[src/rtl/sysprint_pkg.sv]
// Shared types and constants for syscall_print_unit: FSM state encoding and the
// MIPS print service codes.
package sysprint_pkg;

  typedef enum logic [2:0] {
    ST_IDLE  = 3'd0,
    ST_FETCH = 3'd1,
    ST_EMIT  = 3'd2,
    ST_NL    = 3'd3,
    ST_FIN   = 3'd4
  } state_t;

  localparam logic [31:0] SYS_PRINT_STR  = 32'd4;
  localparam logic [31:0] SYS_PRINT_CHAR = 32'd11;
  localparam logic [7:0]  NEWLINE        = 8'h0A;

endpackage

[src/rtl/sysprint_byte_sel.sv]
// Little-endian byte extraction from a fetched word, plus a flag marking the
// string terminator (zero byte).
module sysprint_byte_sel (
  input  logic [31:0] i_word,
  input  logic [1:0]  i_bidx,
  output logic [7:0]  o_byte,
  output logic        o_zero
);

  always_comb begin
    o_byte = 8'h00;
    case (i_bidx)
      2'd0: o_byte = i_word[7:0];
      2'd1: o_byte = i_word[15:8];
      2'd2: o_byte = i_word[23:16];
      2'd3: o_byte = i_word[31:24];
      default: o_byte = 8'h00;
    endcase
  end

  assign o_zero = (o_byte == 8'h00);

endmodule

[src/rtl/syscall_print_unit.sv]
// Print-syscall service engine: streams a null-terminated string from data memory
// (or one character from rega) as bytes. Optional trailing newline: SYSPRINT_NEWLINE_EN.
//
// state | meaning
// IDLE  | waiting for a rising edge on sys with a print code
// FETCH | reading one word at ptr, advancing ptr and the word count
// EMIT  | presenting the current byte; zero byte ends the string
// NL    | presenting the trailing 0x0A (only with SYSPRINT_NEWLINE_EN)
// FIN   | one-cycle done pulse, trunc reports the word-limit guard
module syscall_print_unit
  import sysprint_pkg::*;
#(
  parameter int ADDR_W    = 32,
  parameter int MAX_WORDS = 256
) (
  input  logic              clk,
  input  logic              rst_n,
  input  logic              sys,
  input  logic [31:0]       regv,
  input  logic [31:0]       rega,
  output logic [ADDR_W-1:0] mem_addr,
  input  logic [31:0]       mem_rdata,
  output logic              busy,
  output logic              out_valid,
  output logic [7:0]        out_byte,
  input  logic              out_ready,
  output logic              done,
  output logic              trunc
);

  localparam int WCNT_W = $clog2(MAX_WORDS + 1);

`ifdef SYSPRINT_NEWLINE_EN
  localparam state_t ST_END = ST_NL;
`else
  localparam state_t ST_END = ST_FIN;
`endif

  state_t              r_state;
  logic [ADDR_W-1:0]   r_ptr;
  logic [31:0]         r_word;
  logic [1:0]          r_bidx;
  logic [WCNT_W-1:0]   r_wcnt;
  logic                r_sys_q;
  logic                r_char;
  logic                r_trunc_pend;
  logic                r_byte_zero;
  logic                r_busy;
  logic                r_out_valid;
  logic [7:0]          r_out_byte;
  logic [ADDR_W-1:0]   r_mem_addr;
  logic                r_done;
  logic                r_trunc;

  logic                w_start;
  state_t              w_state_nxt;
  logic [ADDR_W-1:0]   w_ptr_nxt;
  logic [31:0]         w_word_nxt;
  logic [1:0]          w_bidx_nxt;
  logic [WCNT_W-1:0]   w_wcnt_nxt;
  logic                w_char_nxt;
  logic                w_trunc_nxt;
  logic [ADDR_W-1:0]   w_addr_nxt;
  logic [7:0]          w_sel_byte;
  logic                w_sel_zero;

  assign w_start = sys & ~r_sys_q & (r_state == ST_IDLE);

  always_comb begin
    w_state_nxt = r_state;
    w_ptr_nxt   = r_ptr;
    w_word_nxt  = r_word;
    w_bidx_nxt  = r_bidx;
    w_wcnt_nxt  = r_wcnt;
    w_char_nxt  = r_char;
    w_trunc_nxt = r_trunc_pend;
    w_addr_nxt  = r_mem_addr;
    case (r_state)
      ST_IDLE: begin
        if (w_start && regv == SYS_PRINT_STR) begin
          w_state_nxt = ST_FETCH;
          w_ptr_nxt   = ADDR_W'(rega);
          w_addr_nxt  = ADDR_W'(rega);
          w_wcnt_nxt  = '0;
          w_char_nxt  = 1'b0;
          w_trunc_nxt = 1'b0;
        end else if (w_start && regv == SYS_PRINT_CHAR) begin
          w_state_nxt = ST_EMIT;
          w_word_nxt  = rega;
          w_bidx_nxt  = 2'd0;
          w_char_nxt  = 1'b1;
          w_trunc_nxt = 1'b0;
        end
      end
      ST_FETCH: begin
        w_state_nxt = ST_EMIT;
        w_word_nxt  = mem_rdata;
        w_bidx_nxt  = 2'd0;
        w_ptr_nxt   = r_ptr + ADDR_W'(1);
        w_wcnt_nxt  = r_wcnt + WCNT_W'(1);
      end
      ST_EMIT: begin
        if (r_byte_zero) begin
          w_state_nxt = ST_END;
        end else if (out_ready) begin
          if (r_char) begin
            w_state_nxt = ST_END;
          end else if (r_bidx == 2'd3) begin
            if (r_wcnt == WCNT_W'(MAX_WORDS)) begin
              w_state_nxt = ST_END;
              w_trunc_nxt = 1'b1;
            end else begin
              // ptr was already advanced by the previous FETCH
              w_state_nxt = ST_FETCH;
              w_addr_nxt  = r_ptr;
            end
          end else begin
            w_bidx_nxt = r_bidx + 2'd1;
          end
        end
      end
`ifdef SYSPRINT_NEWLINE_EN
      ST_NL: begin
        if (out_ready) w_state_nxt = ST_FIN;
      end
`endif
      ST_FIN: begin
        w_state_nxt = ST_IDLE;
      end
      default: begin
        w_state_nxt = ST_IDLE;
      end
    endcase
  end

  // Byte selection runs on next-state data so the stream outputs can be registered.
  sysprint_byte_sel u_byte_sel (
    .i_word (w_word_nxt),
    .i_bidx (w_bidx_nxt),
    .o_byte (w_sel_byte),
    .o_zero (w_sel_zero)
  );

  always_ff @(posedge clk or negedge rst_n) begin
    if (!rst_n) begin
      r_state      <= ST_IDLE;
      r_ptr        <= '0;
      r_word       <= '0;
      r_bidx       <= '0;
      r_wcnt       <= '0;
      r_sys_q      <= 1'b0;
      r_char       <= 1'b0;
      r_trunc_pend <= 1'b0;
      r_byte_zero  <= 1'b0;
      r_busy       <= 1'b0;
      r_out_valid  <= 1'b0;
      r_out_byte   <= 8'h00;
      r_mem_addr   <= '0;
      r_done       <= 1'b0;
      r_trunc      <= 1'b0;
    end else begin
      r_state      <= w_state_nxt;
      r_ptr        <= w_ptr_nxt;
      r_word       <= w_word_nxt;
      r_bidx       <= w_bidx_nxt;
      r_wcnt       <= w_wcnt_nxt;
      r_sys_q      <= sys;
      r_char       <= w_char_nxt;
      r_trunc_pend <= w_trunc_nxt;
      r_busy       <= (w_state_nxt != ST_IDLE);
      r_mem_addr   <= w_addr_nxt;
      r_done       <= (w_state_nxt == ST_FIN);
      r_trunc      <= (w_state_nxt == ST_FIN) && w_trunc_nxt;
      case (w_state_nxt)
        ST_EMIT: begin
          r_out_valid <= ~w_sel_zero;
          r_out_byte  <= w_sel_byte;
          r_byte_zero <= w_sel_zero;
        end
        ST_NL: begin
          r_out_valid <= 1'b1;
          r_out_byte  <= NEWLINE;
          r_byte_zero <= 1'b0;
        end
        default: begin
          r_out_valid <= 1'b0;
          r_out_byte  <= 8'h00;
          r_byte_zero <= 1'b0;
        end
      endcase
    end
  end

  assign busy      = r_busy;
  assign out_valid = r_out_valid;
  assign out_byte  = r_out_byte;
  assign mem_addr  = r_mem_addr;
  assign done      = r_done;
  assign trunc     = r_trunc;

  a_hold_stable: assert property (@(posedge clk) disable iff (!rst_n)
    (out_valid && !out_ready) |=> (out_valid && $stable(out_byte)));

  a_done_busy: assert property (@(posedge clk) disable iff (!rst_n)
    done |-> busy);

endmodule

[config.mk]
export PLATFORM = sky130hd
export DESIGN_NAME = syscall_print_unit
export DESIGN_NICKNAME = d
export VERILOG_FILES = /design/src/rtl/sysprint_pkg.sv /design/src/rtl/sysprint_byte_sel.sv /design/src/rtl/syscall_print_unit.sv
export SDC_FILE = /design/constraint.sdc
export NUM_CORES = 1
export LEC_CHECK = 0
export ABC_AREA = 1
export ABC_CLOCK_PERIOD_IN_PS = 2470
export CAP_MARGIN = 20
export CORE_ASPECT_RATIO = 1.1
export CORE_MARGIN = 2
export CORE_UTILIZATION = 30
export DETAILED_ROUTE_END_ITERATION = 10
export MAX_ROUTING_LAYER = met4
export PLACE_DENSITY_LB_ADDON = 0.08
export RECOVER_POWER = 100
export SYNTH_ARGS = -nofsm -noshare
export SYNTH_HDL_FRONTEND = slang
export SYNTH_SLANG_ARGS = --single-unit
[constraint.sdc]
create_clock -name clk -period 2.47 [get_ports clk]
set_input_delay 0.741 -clock clk [delete_from_list [all_inputs] [get_ports clk]]
set_output_delay 0.741 -clock clk [all_outputs]
set_load 0.005 [all_outputs]
Word-level counts from Yosys, hierarchy flattened
Index checks and enable logic that the tools add are counted.
- reductions and logical operators: 13
- bitwise gates (word level): 4
- $add $sub $neg: 3
- muxes and demuxes: 42
- eq/ne operators: 18
- operator list (cell ; number):
    32-bit 2-to-1 mux ; 8
    32-bit case mux with 2 select lines ; 3
    32-bit by 1-bit adder with 32-bit output (second input constant) ; 1
    32-bit by 3-bit == test with 1-bit output (second input constant) ; 1
    32-bit by 4-bit == test with 1-bit output (second input constant) ; 1
    8-bit case mux with 4 select lines ; 1
    3-bit 2-to-1 mux ; 7
    9-bit case mux with 2 select lines ; 1
    8-bit case mux with 2 select lines ; 1
    2-bit 2-to-1 mux ; 6
    1-bit 2-to-1 mux ; 10
    2-bit inequality test (second input constant) ; 5
    9-bit by 1-bit adder with 9-bit output (second input constant) ; 1
    3-bit by 2-bit == test with 1-bit output (second input constant) ; 3
    9-bit == test (second input constant) ; 1
    9-bit 2-to-1 mux ; 1
    3-bit case mux with 3 select lines ; 1
    8-bit logical NOT ; 1
    7-bit AND reduction ; 1
    2-bit == test (second input constant) ; 3
    2-bit case mux with 3 select lines ; 1
    2-bit nonzero test ; 3
    1-bit case mux with 2 select lines ; 2
    2-bit AND reduction ; 2
    11 further kinds ; 15
- word-level logic and storage cells: 95
- output and inout port bits: 44
- register bits: 126

Longest topological paths before layout
Gate-level depths: netlist of the first run.
- depth in word-level cells: 12
- depth in mapped cells: 19

By module
Synthesis of the first run repeated with hierarchy kept, for this count alone.
- cells, all modules: 1135
- area, all modules: 7572.3 um2
- modules (own cells, without submodules) (module ; area each (um2) ; cells an instance ; times used ; seq. area each (um2)):
    syscall_print_unit ; 7198.2 ; 1081 ; 1 ; 3153.0
    sysprint_byte_sel ; 374.1 ; 54 ; 1 ; 0.0

Worst setup path before layout of the first run
OpenSTA, ideal clock, no wires.
- path kind: input to register
- start: input port regv[0]
- end: register r_ptr[18]
- library setup time: 143 ps
- slack: 179 ps
- data required time: 2327 ps
- cell stages on the path: 8
- data arrival time: 2148 ps
- path through: or4_1 -> nor3_2 -> nand2_1 -> inv_2 -> nor2_1 -> inv_2 -> buf_2 -> o221ai_1
- word-level cells in the longest chain between the ends: 4
- RTL lines (item ; RTL line ; text):
    start: declaration ; syscall_print_unit.sv:19 ; input logic [31:0] regv,
    32-bit by 3-bit == test with 1-bit output ; syscall_print_unit.sv:80 ; if (w_start && regv == SYS_PRINT_STR) begin
    1-bit logical AND ; syscall_print_unit.sv:80 ;
    2-bit by 1-bit inequality test with 1-bit output (no source line) ; - ;
    2-bit AND reduction (no source line) ; - ;
    end signal: assignment ; syscall_print_unit.sv:163 ; r_ptr <= w_ptr_nxt;
    end: declaration ; syscall_print_unit.sv:40 ; logic [ADDR_W-1:0] r_ptr;
No other way between the ends.
A chain may end at the register's enable or synchronous reset.

Worst setup path after layout of the first run
- start: input port sys
- end: register r_out_valid (netlist: out_valid)
- elaborated cells between the ends (all ways): 23
- classes of those cells: 5 x eq/ne; 11 x mux; 3 x bitwise; 4 x reduce/logical
- RTL lines (item ; RTL line ; text):
    start: declaration ; syscall_print_unit.sv:18 ; input logic sys,
    1-bit bitwise AND (*) (2 in series) ; syscall_print_unit.sv:67 ; assign w_start = sys & ~r_sys_q & (r_state == ST_IDLE);
    1-bit logical AND ; syscall_print_unit.sv:87 ; end else if (w_start && regv == SYS_PRINT_CHAR) begin
    32-bit 2-to-1 mux ; syscall_print_unit.sv:87 ;
    32-bit 2-to-1 mux (*) ; syscall_print_unit.sv:80 ;
    32-bit case mux with 2 select lines (*) ; syscall_print_unit.sv:78 ; case (r_state)
    via u_byte_sel.i_word[6] ; sysprint_byte_sel.sv:4 ; input logic [31:0] i_word,
    8-bit case mux with 4 select lines (*) ; sysprint_byte_sel.sv:12 ; case (i_bidx)
    8-bit logical NOT (*) ; sysprint_byte_sel.sv:21 ; assign o_zero = (o_byte == 8'h00);
    1-bit inverter (*) ; syscall_print_unit.sv:176 ; r_out_valid <= ~w_sel_zero;
    1-bit case mux with 2 select lines (*) ; syscall_print_unit.sv:174 ; case (w_state_nxt)
    end signal: assignment ; syscall_print_unit.sv:176 ;
    end: declaration ; syscall_print_unit.sv:49 ; logic r_out_valid;
Mark *: on every way through the listed nets, which the timed path passes. The rest lies on a longest branch.

==> qor.yml, run 1 <==
logic_synthesis:
  synth_seq_area_share_pct: 43.1
  synth.ff_latch_count: 126
  netlist_instances: 961
  synth_ff_type: "dfrtp_1"
  async_reset_ff_share_pct: 100
  syn-mean-instance-area_um2: 7.61
  synth_cell_types: 47
  ys_warn_count: 0
  synthesis.nets: 1064
  synth-edff-count: 0
  netlist_area_um2: 7310
floorplanning:
  fp.coreArea_um2: 23800
  floorplan.io_pins: 144
  die_h_um: 168
  floorplan.rows: 59
  design.die.area_um2: 25600
  initial_core_util_pct: 30.8
  die_w_um: 153
grt:
  grt_start_max_net_pins: 41
  globalRouteTotalUtil_pct: 20.3
  number_of_antenna_violations_at_the_first_check_in_global_routing: 0
  grt_pass1_vias: 7126
  grt_overflow: 0
  grt_first_pass_wirelength_um: 39600
route:
  drt-wirelength-per-cell_um: 16.8
  dr.pass1.iters: 5
  total_number_of_vias: 7185
  dr.first_iter.drc_count: 335
  routed_via_density: 4.79
  drc_errors: 0
  route.final.wire_length_um: 25200
  drtAntennaViolNets: 0
worst_setup_path:
  criticalPathCategory: "in -> reg"
  cp_max_fo: 5
  rrSetupSlack_ps: 220
  cp-end-kind: "flip-flop"
  cpMostUsedCell: "nor2_1"
  reg2regPathDepth: 13
  regToRegStartpoint: "r_ptr[0]"
  critical_path.startpoint_type: "primary input"
  critical_path_required_ps: 2770
  crit_path_max_incr_delay_ps: 280
  critical_path.reg2reg.endpoint: "r_ptr[28]"
  critPathArrivalTime_ps: 2570
  worst_path_max_delay_cell: "clkdlybuf4s25_1"
  timing.critical_path.cells: "clkdlybuf4s25_1 -> nand2_2 -> nor2_1 -> nand2_1 -> nor2_1 -> buf_6 -> nand3_1 -> nand3_1 -> nand2_1 -> nand3_1 -> nand4_1 -> nor2_2 -> nand2_1 -> nor2_1 -> nor2_1"
clocking:
  cts.root.buffer_cell: "clkbuf_16"
  cts_tree: "done"
  clock_tree.buffer_depth: 2
  clock_insertion_delay_worst_skew_ps: 420
  clkSlewWorstSetupHoldPaths_ps: 60
  cts_inserted_buffers: 17
  numClockSinks: 126
  h_tree_levels: 4
  ctsHoldBuffers: 0
run_status:
  status: "finished clean"
layout:
  final_area_um2: 10600
  mostFrequentLayoutCell: "nand2_1"
  layout.nets: 1286
  num_antenna_cells: 0
  post_route_cells_drive_above_1_share_pct: 20.6
  multi_input_comb_area_um2: 3770
  regArea_um2: 3150
  final_cell_mix: "nand2_1 (242), dfrtp_1 (126), nor2_1 (114)"
  flow.area_growth_from_synthesis_pct: 45.2
  final.fill_count: 2461
hold_path:
  min_from: "r_wcnt[7]"
  timing.hold.worst.class: "reg -> reg"
  holdPathEnd: "r_wcnt[7]"
  holdPathStages: 1
sta:
  setup_viol: 0
  share_of_the_clock_period_used_by_the_worst_path_after_layout_pct: 91.9
  timing.max_slew.rel_slack_pct: 26.3
  worst-slew-pin-transition_ps: 1110
  fin_setup_tns_ps: 0
  grt_setup_unrepaired: "false"
  clock-skew-final_ps: 9.03
  report.final.slew_viol_count: 0
  clock.fmax_ghz: 0.440
  layout_min_cycle_time_ps: 2270
  final_hold_viol_count: 0
power_and_ir_drop:
  vdd_ir_drop_max_uv: 358
  cellLeakagePower_nw: 5.52
  powerDensity_nw_per_um2: 533
run:
  max-cap-violations: 0
place:
  post-dp-hpwl_um: 19000
  place.port_buffers: 143
  placement.cell_area_um2: 9690
  final_gp_congestion: 0.860
cell usage after synthesis (9+ instances only):
cell      count  area share, %
a31oi_1      35            3.0
nand2_1     260             13
xor2_1       13            1.6
nand4_1      15            1.3
o22ai_1       9           0.77
o21ai_0      24            1.6
nor2_2       10           0.86
a21oi_1      26            1.8
nand3_1      60            4.1
dfrtp_1     126             43
nand2_2      13            1.1
o211ai_1     13            1.3
o221ai_1     10            1.2
nor2_1      123            6.3
buf_2        14           0.96
inv_2        19           0.98
inv_1        87            4.5
clkbuf_1     12           0.62
power by group:
group | internal, mW | leakage, nW | switching (mW) | total (mW)
Sequential | 2.15 | 1.49 | 0.0309 | 2.18
Clock | 1.64 | 0.288 | 1.00 | 2.64
Combinational | 0.398 | 3.74 | 0.429 | 0.826
Total | 4.19 | 5.52 | 1.46 | 5.65
how the worst max path moves through the flow:
stage	start	endpoint	slack [ps]	cells after the start
after CTS	regv[24]	out_valid	3	19
after detailed placement	regv[17]	r_byte_zero	-500	18
final	sys	out_valid	200	15
after floorplan	regv[0]	r_ptr[18]	180	8
after global placement	regv[19]	r_byte_zero	-460	18
after global routing	r_ptr[0]	r_ptr[28]	7	13
state kept, by name (all words and copies together) (netlist names), 2 cells and up:
register,flops
r_bidx,2
r_ptr,32
r_word,32
r_wcnt,9
mem_addr,32
r_state,3
out_byte,8
logic make-up (layout without fill, tap and decap cells):
logic type                 after synthesis  count (layout)  share of synthesized area (%)
and+or+nand+nor                        527             528                           33.1
AOI/OAI and AO/OA                      145             145                           13.1
buffers and inverters                  145             379                           8.38
DFF                                    126             126                           43.1
xor gates and xnor gates                15              15                           1.80
adders and majority gates                3               3                          0.513
metrics by stage:
step / hold WS [ps] / utilization (%) / setup WS [ps] / power (mW) / cells
2_1_floorplan: 441 / - / 179 / 2.51 / 961
3_3_place_gp: 466 / 40.8 / -456 / 3.02 / 1463
3_5_place_dp: 477 / 40.8 / -496 / 3.01 / 1463
4_1_cts: 348 / 43.5 / 2.72 / 5.70 / 1495
5_1_grt: 508 / 44.7 / 7.29 / 5.90 / 1501
6_report: 486 / 44.7 / 199 / 5.65 / 1501
critical path, delay by kind of cell:
kind / cells / cell delay (ps)
simple gates: 13 / 1380
buf+inv: 2 / 430
per-layer routing:
layer	vias up	wire, µm	global-route usage (%)
met1	3410	11400	26.7
met3	35	781	2.64
met5	-	0	-
met4	0	448	5.52
li1	3590	-	-
met2	150	12600	33.2
area by class of cell:
class | instances | area share [%]
clock inverters | 13 | 1.54
repair buffers | 239 | 21.5
flip-flops and latches | 126 | 29.7
multi-input cells | 691 | 35.5
well taps | 305 | 3.59
clock buffers | 19 | 4.27
inverters | 108 | 3.84
what timing repair did:
action / in CTS / in global routing
buffers inserted: 0 / 6
gates cloned: 0 / 1
pin swaps: 5 / 65
endpoints found under the setup margin: 2 / 12
gates resized for setup: 12 / 104
(Power assumes the default switching activity.)
==> inputs of run 2 (changes only) <==
MAX_ROUTING_LAYER = not set   (was met4)
SLEW_MARGIN = 20   (was not set)
==> qor.yml, run 2 (synthesis results as in run 1) <==
run_status:
  status: "finished clean"
clocking:
  cts_inserted_buffers: 17
  h_tree_levels: 4
  clkSlewWorstSetupHoldPaths_ps: 60
  cts.root.buffer_cell: "clkbuf_16"
  ctsHoldBuffers: 0
  numClockSinks: 126
  clock_insertion_delay_worst_skew_ps: 420
  cts_tree: "done"
  clock_tree.buffer_depth: 2
sta:
  clock.fmax_ghz: 0.436
  setup_viol: 0
  grt_setup_unrepaired: "false"
  layout_min_cycle_time_ps: 2290
  worst-slew-pin-transition_ps: 1130
  report.final.slew_viol_count: 0
  clock-skew-final_ps: 8.57
  share_of_the_clock_period_used_by_the_worst_path_after_layout_pct: 92.8
  timing.max_slew.rel_slack_pct: 25.0
  final_hold_viol_count: 0
worst_setup_path:
  timing.critical_path.cells: "clkdlybuf4s25_1 -> nand2_2 -> nor2_1 -> nand2_1 -> nor2_1 -> buf_6 -> nand3_1 -> nand3_1 -> nand2_1 -> nand3_1 -> nand4_1 -> nor2_1 -> nand2_1 -> nor2_1 -> nor2_1"
  critical_path_required_ps: 2760
  cp_max_fo: 5
  cp-end-kind: "flip-flop"
  combined_buffer_and_inverter_count_along_the_critical_path: 2
  worst_path_max_delay_cell: "clkdlybuf4s25_1"
  crit_path_max_incr_delay_ps: 280
  cpMostUsedCell: "nor2_1"
  criticalPathCategory: "in -> reg"
  critPathArrivalTime_ps: 2580
  timing.critical_path.max_delay_family: "simple AND/OR/NAND/NOR gates"
  critical_path.startpoint_type: "primary input"
floorplanning:
  floorplan.rows: 59
  floorplan.io_pins: 144
  fp.coreArea_um2: 23800
  design.die.area_um2: 25600
  initial_core_util_pct: 30.8
  die_h_um: 168
  die_w_um: 153
layout:
  layout.nets: 1286
  post_route_cells_drive_above_1_share_pct: 20.9
  fin_cells: 1501
  mostFrequentLayoutCell: "nand2_1"
  flow.area_growth_from_synthesis_pct: 45.4
  final_area_um2: 10600
  num_antenna_cells: 0
  final_cell_mix: "nand2_1 (242), dfrtp_1 (126), nor2_1 (113)"
place:
  post-dp-hpwl_um: 19000
  place.port_buffers: 143
  final_gp_congestion: 0.844
  placement.cell_area_um2: 9690
  place.detailed.instances: 1463
power_and_ir_drop:
  total_power_mw: 5.66
  vdd_ir_drop_max_uv: 354
  cellLeakagePower_nw: 5.53
  powerDensity_nw_per_um2: 532
run:
  max-cap-violations: 0
grt:
  grt_start_max_net_pins: 41
  globalRouteTotalUtil_pct: 19.7
  grt_pass1_vias: 7149
  number_of_antenna_violations_at_the_first_check_in_global_routing: 0
  grt_overflow: 0
  grt_first_pass_wirelength_um: 39700
route:
  route.final.wire_length_um: 25200
  drc_errors: 0
  dr.pass1.iters: 4
  drt-wirelength-per-cell_um: 16.8
  drtAntennaViolNets: 0
  total_number_of_vias: 7177
  dr.first_iter.drc_count: 368
  routed_via_density: 4.78
hold_path:
  timing.hold.worst.class: "reg -> reg"
-- run 2: cell counts in the layout (fill, tap and decap cells not counted) --
Identical to the previous run, type by type.
-- run 2: cell type report --
cell class / count / area, µm²
Fill cell: 2458 / 13100
Multi-Input combinational cell: 691 / 3780
Sequential cell: 126 / 3150
Timing Repair Buffer: 239 / 2290
Clock buffer: 19 / 453
Inverter: 108 / 408
Tap cell: 305 / 382
Clock inverter: 13 / 164
-- run 2: metrics by stage --
stage | hold WS [ps] | worst slack, ps | TNS (ps) | util [%]
final | 483 | 179 | 0 | 44.7
after global routing | 508 | 7.30 | 0 | 44.7
after CTS | 348 | 2.72 | 0 | 43.5
after detailed placement | 477 | -496 | -22520 | 40.8
after global placement | 466 | -456 | -22750 | 40.8
after floorplan | 441 | 179 | 0 | -
-- run 2: final timing paths --
path                           start    endpoint  slack (ps)  cells after the start
max                              sys   out_valid         180                     15
min                        r_wcnt[7]   r_wcnt[7]         480                      1
max reg2reg                 r_ptr[0]   r_ptr[28]         230                     13
min reg2reg                r_wcnt[7]   r_wcnt[7]         480                      1
max in group asynchronous      rst_n  r_word[15]         550                      2
min in group asynchronous      rst_n   r_wcnt[4]         540                      1
-- run 2: what timing repair did --
item | 4_1_cts | 5_1_grt
setup buffers | 0 | 6
pin swaps | 5 | 65
setup endpoints to repair | 2 | 12
gates cloned | 0 | 1
resized for setup | 12 | 104
-- run 2: metal layers --
metal / global-route usage [%] / wire (µm) / share of wire, %
met2: 33.4 / 12500 / 50
met4: 5.39 / 417 / 1.7
met5: 0 / 0 / 0
met3: 2.72 / 698 / 2.8
met1: 26.4 / 11600 / 46
-- run 2: where the power goes --
part,internal [mW],switching [mW]
combinational,0.399,0.428
clock,1.64,1.01
sequential,2.15,0.0318
total,4.19,1.47
==> inputs of run 3 (changes only) <==
ABC_CLOCK_PERIOD_IN_PS = 2900   (was 2470)
clock period = 2.9 ns   (was 2.47 ns; I/O delays follow)
==> qor.yml, run 3 (synthesis results as in run 1) <==
place:
  place.port_buffers: 143
  detailedPlace.worstSlack_ps: -240
  placement.cell_area_um2: 9520
  post-dp-hpwl_um: 18900
  final_gp_congestion: 0.828
layout:
  final.fill_count: 2507
  mostFrequentLayoutCell: "nand2_1"
  final_core_util_pct: 42.1
  post_route_cells_drive_above_1_share_pct: 15.1
  final_area_um2: 10000
  flow.area_growth_from_synthesis_pct: 36.9
  num_antenna_cells: 0
  regArea_um2: 3150
  multi_input_comb_area_um2: 3560
  layout.nets: 1258
  final_cell_mix: "nand2_1 (260), dfrtp_1 (126), nor2_1 (124)"
floorplanning:
  floorplan.io_pins: 144
  floorplan.rows: 59
  fp.coreArea_um2: 23800
  die_w_um: 153
  design.die.area_um2: 25600
  die_h_um: 168
  initial_core_util_pct: 30.8
power_and_ir_drop:
  switching_power_mw: 1.19
  power.share.switching_pct: 26.3
  vdd_ir_drop_max_uv: 356
  pwr-share-clk_pct: 45.2
  seq_power_share_pct: 41.1
  combinationalPowerShare_pct: 13.7
  powerDensity_nw_per_um2: 452
  intPower_mw: 3.34
  cellLeakagePower_nw: 4.95
  total_power_mw: 4.53
clocking:
  cts.root.buffer_cell: "clkbuf_16"
  h_tree_levels: 4
  numClockSinks: 126
  cts_tree: "done"
  clock_insertion_delay_worst_skew_ps: 420
  clock_tree.buffer_depth: 2
  clkSlewWorstSetupHoldPaths_ps: 60
  cts_inserted_buffers: 17
worst_setup_path:
  worst_path_max_delay_cell: "clkdlybuf4s50_1"
  timing.critical_path.max_delay_family: "simple AND/OR/NAND/NOR gates"
  critical_path_required_ps: 3260
  critPathArrivalTime_ps: 3070
  criticalPathCategory: "in -> reg"
  critical_path.startpoint_type: "primary input"
  crit_path_max_incr_delay_ps: 390
  combined_buffer_and_inverter_count_along_the_critical_path: 4
  cp-end-kind: "flip-flop"
  timing.critical_path.cells: "clkdlybuf4s50_1 -> nor2_1 -> nand2_1 -> inv_2 -> nand2_1 -> nor2_2 -> nand3_4 -> nand2_4 -> nand2_4 -> clkbuf_1 -> a21oi_1 -> nand2_1 -> buf_4 -> nand4_1 -> nor2_1 -> nand2_1 -> nor2_1 -> nor2_1"
  cp_max_fo: 4
sta:
  final_critical_path_setup_slack_ps: 185
  holdWs_ps: 486
  grt_setup_unrepaired: "false"
  timing.max_slew.rel_slack_pct: -41.1
  share_of_the_clock_period_used_by_the_worst_path_after_layout_pct: 93.6
  final_hold_viol_count: 0
  report.final.slew_viol_count: 34
  layout_min_cycle_time_ps: 2720
  setup_viol: 0
  clock-skew-final_ps: 11.1
  worst-slew-pin-transition_ps: 2120
  clock.fmax_ghz: 0.368
route:
  routed_via_density: 4.71
  drtAntennaViolNets: 0
  drc_errors: 0
  total_number_of_vias: 6940
  route.final.wire_length_um: 24500
  dr.first_iter.drc_count: 324
  dr.pass1.iters: 4
  drt-wirelength-per-cell_um: 16.6
grt:
  grt_pass1_vias: 7140
  number_of_antenna_violations_at_the_first_check_in_global_routing: 0
  globalRouteTotalUtil_pct: 19.6
  grt_first_pass_wirelength_um: 39300
  grt_overflow: 0
  grt_start_max_net_pins: 44
run_status:
  violations: "max-capacitance violations, max-slew violations"
  status: "finished, violations left"
run:
  max-cap-violations: 1
hold_path:
  timing.hold.worst.class: "reg -> reg"
[run 3: cell types whose count changed in the layout (fill, tap and decap cells not counted), moves of 7 or more]
cell	before	now
nand2_2	23	13
clkdlybuf4s50_1	64	98
nand2_1	242	260
nor2_1	113	124
dlymetal6s2s_1	33	0
buf_6	9	0
buf_4	66	48
nand2_4	14	7
[run 3: layout make-up]
| type | instances | share of cell area (%) |
|---|---|---|
| Multi-Input combinational cell | 690 | 35.5 |
| Clock inverter | 13 | 1.17 |
| Inverter | 108 | 4.07 |
| Clock buffer | 19 | 4.42 |
| Tap cell | 305 | 3.81 |
| Timing Repair Buffer | 212 | 19.5 |
| Sequential cell | 126 | 31.5 |
[run 3: what timing repair did]
action / 4_1_cts / 5_1_grt
hold buffers: 0 / 0
resized for setup: 0 / 6
endpoints found under the setup margin: 0 / 2
setup buffers: 0 / 0
[run 3: power groups by stage]
stage	Clock (mW)	Sequential, mW	Combinational (mW)
6_report	2.05	1.86	0.621
2_1_floorplan	0	1.88	0.257
4_1_cts	2.10	1.86	0.634
3_5_place_dp	0	1.89	0.630
5_1_grt	2.17	1.87	0.696
3_3_place_gp	0	1.89	0.633
[run 3: path summary, 6_finish.rpt]
path,cells after the start,slack [ps],to,startpoint
max reg2reg,9,310,trunc,r_state[0]
max,18,180,out_valid,regv[15]
max in group asynchronous,2,520,r_word[0],rst_n
min,1,490,r_wcnt[7],r_wcnt[7]
min reg2reg,1,490,r_wcnt[7],r_wcnt[7]
min in group asynchronous,1,1070,r_wcnt[4],rst_n
[run 3: per-layer routing]
layer  part of all wire [%]  track usage, %
met2                     50            33.5
met4                   0.43            4.83
met3                    4.0            3.11
met1                     46            26.0
met5                      0               0
[run 3: worst reg2reg max path: stages (launching register included)]
cell and delay, ps:
dfrtp_1 430, nor2_1 200, inv_2 70, nor2_4 230, clkbuf_2 580, clkinv_1 230
buf_4 330, a21oi_1 230, inv_1 90, a21oi_1 120
[run 3: stage by stage]
stage,TNS (ps),instances
floorplan,0,961
global route,0,1473
finish,0,1473
global placement,-1030,1441
detailed placement,-1020,1441
CTS,0,1473
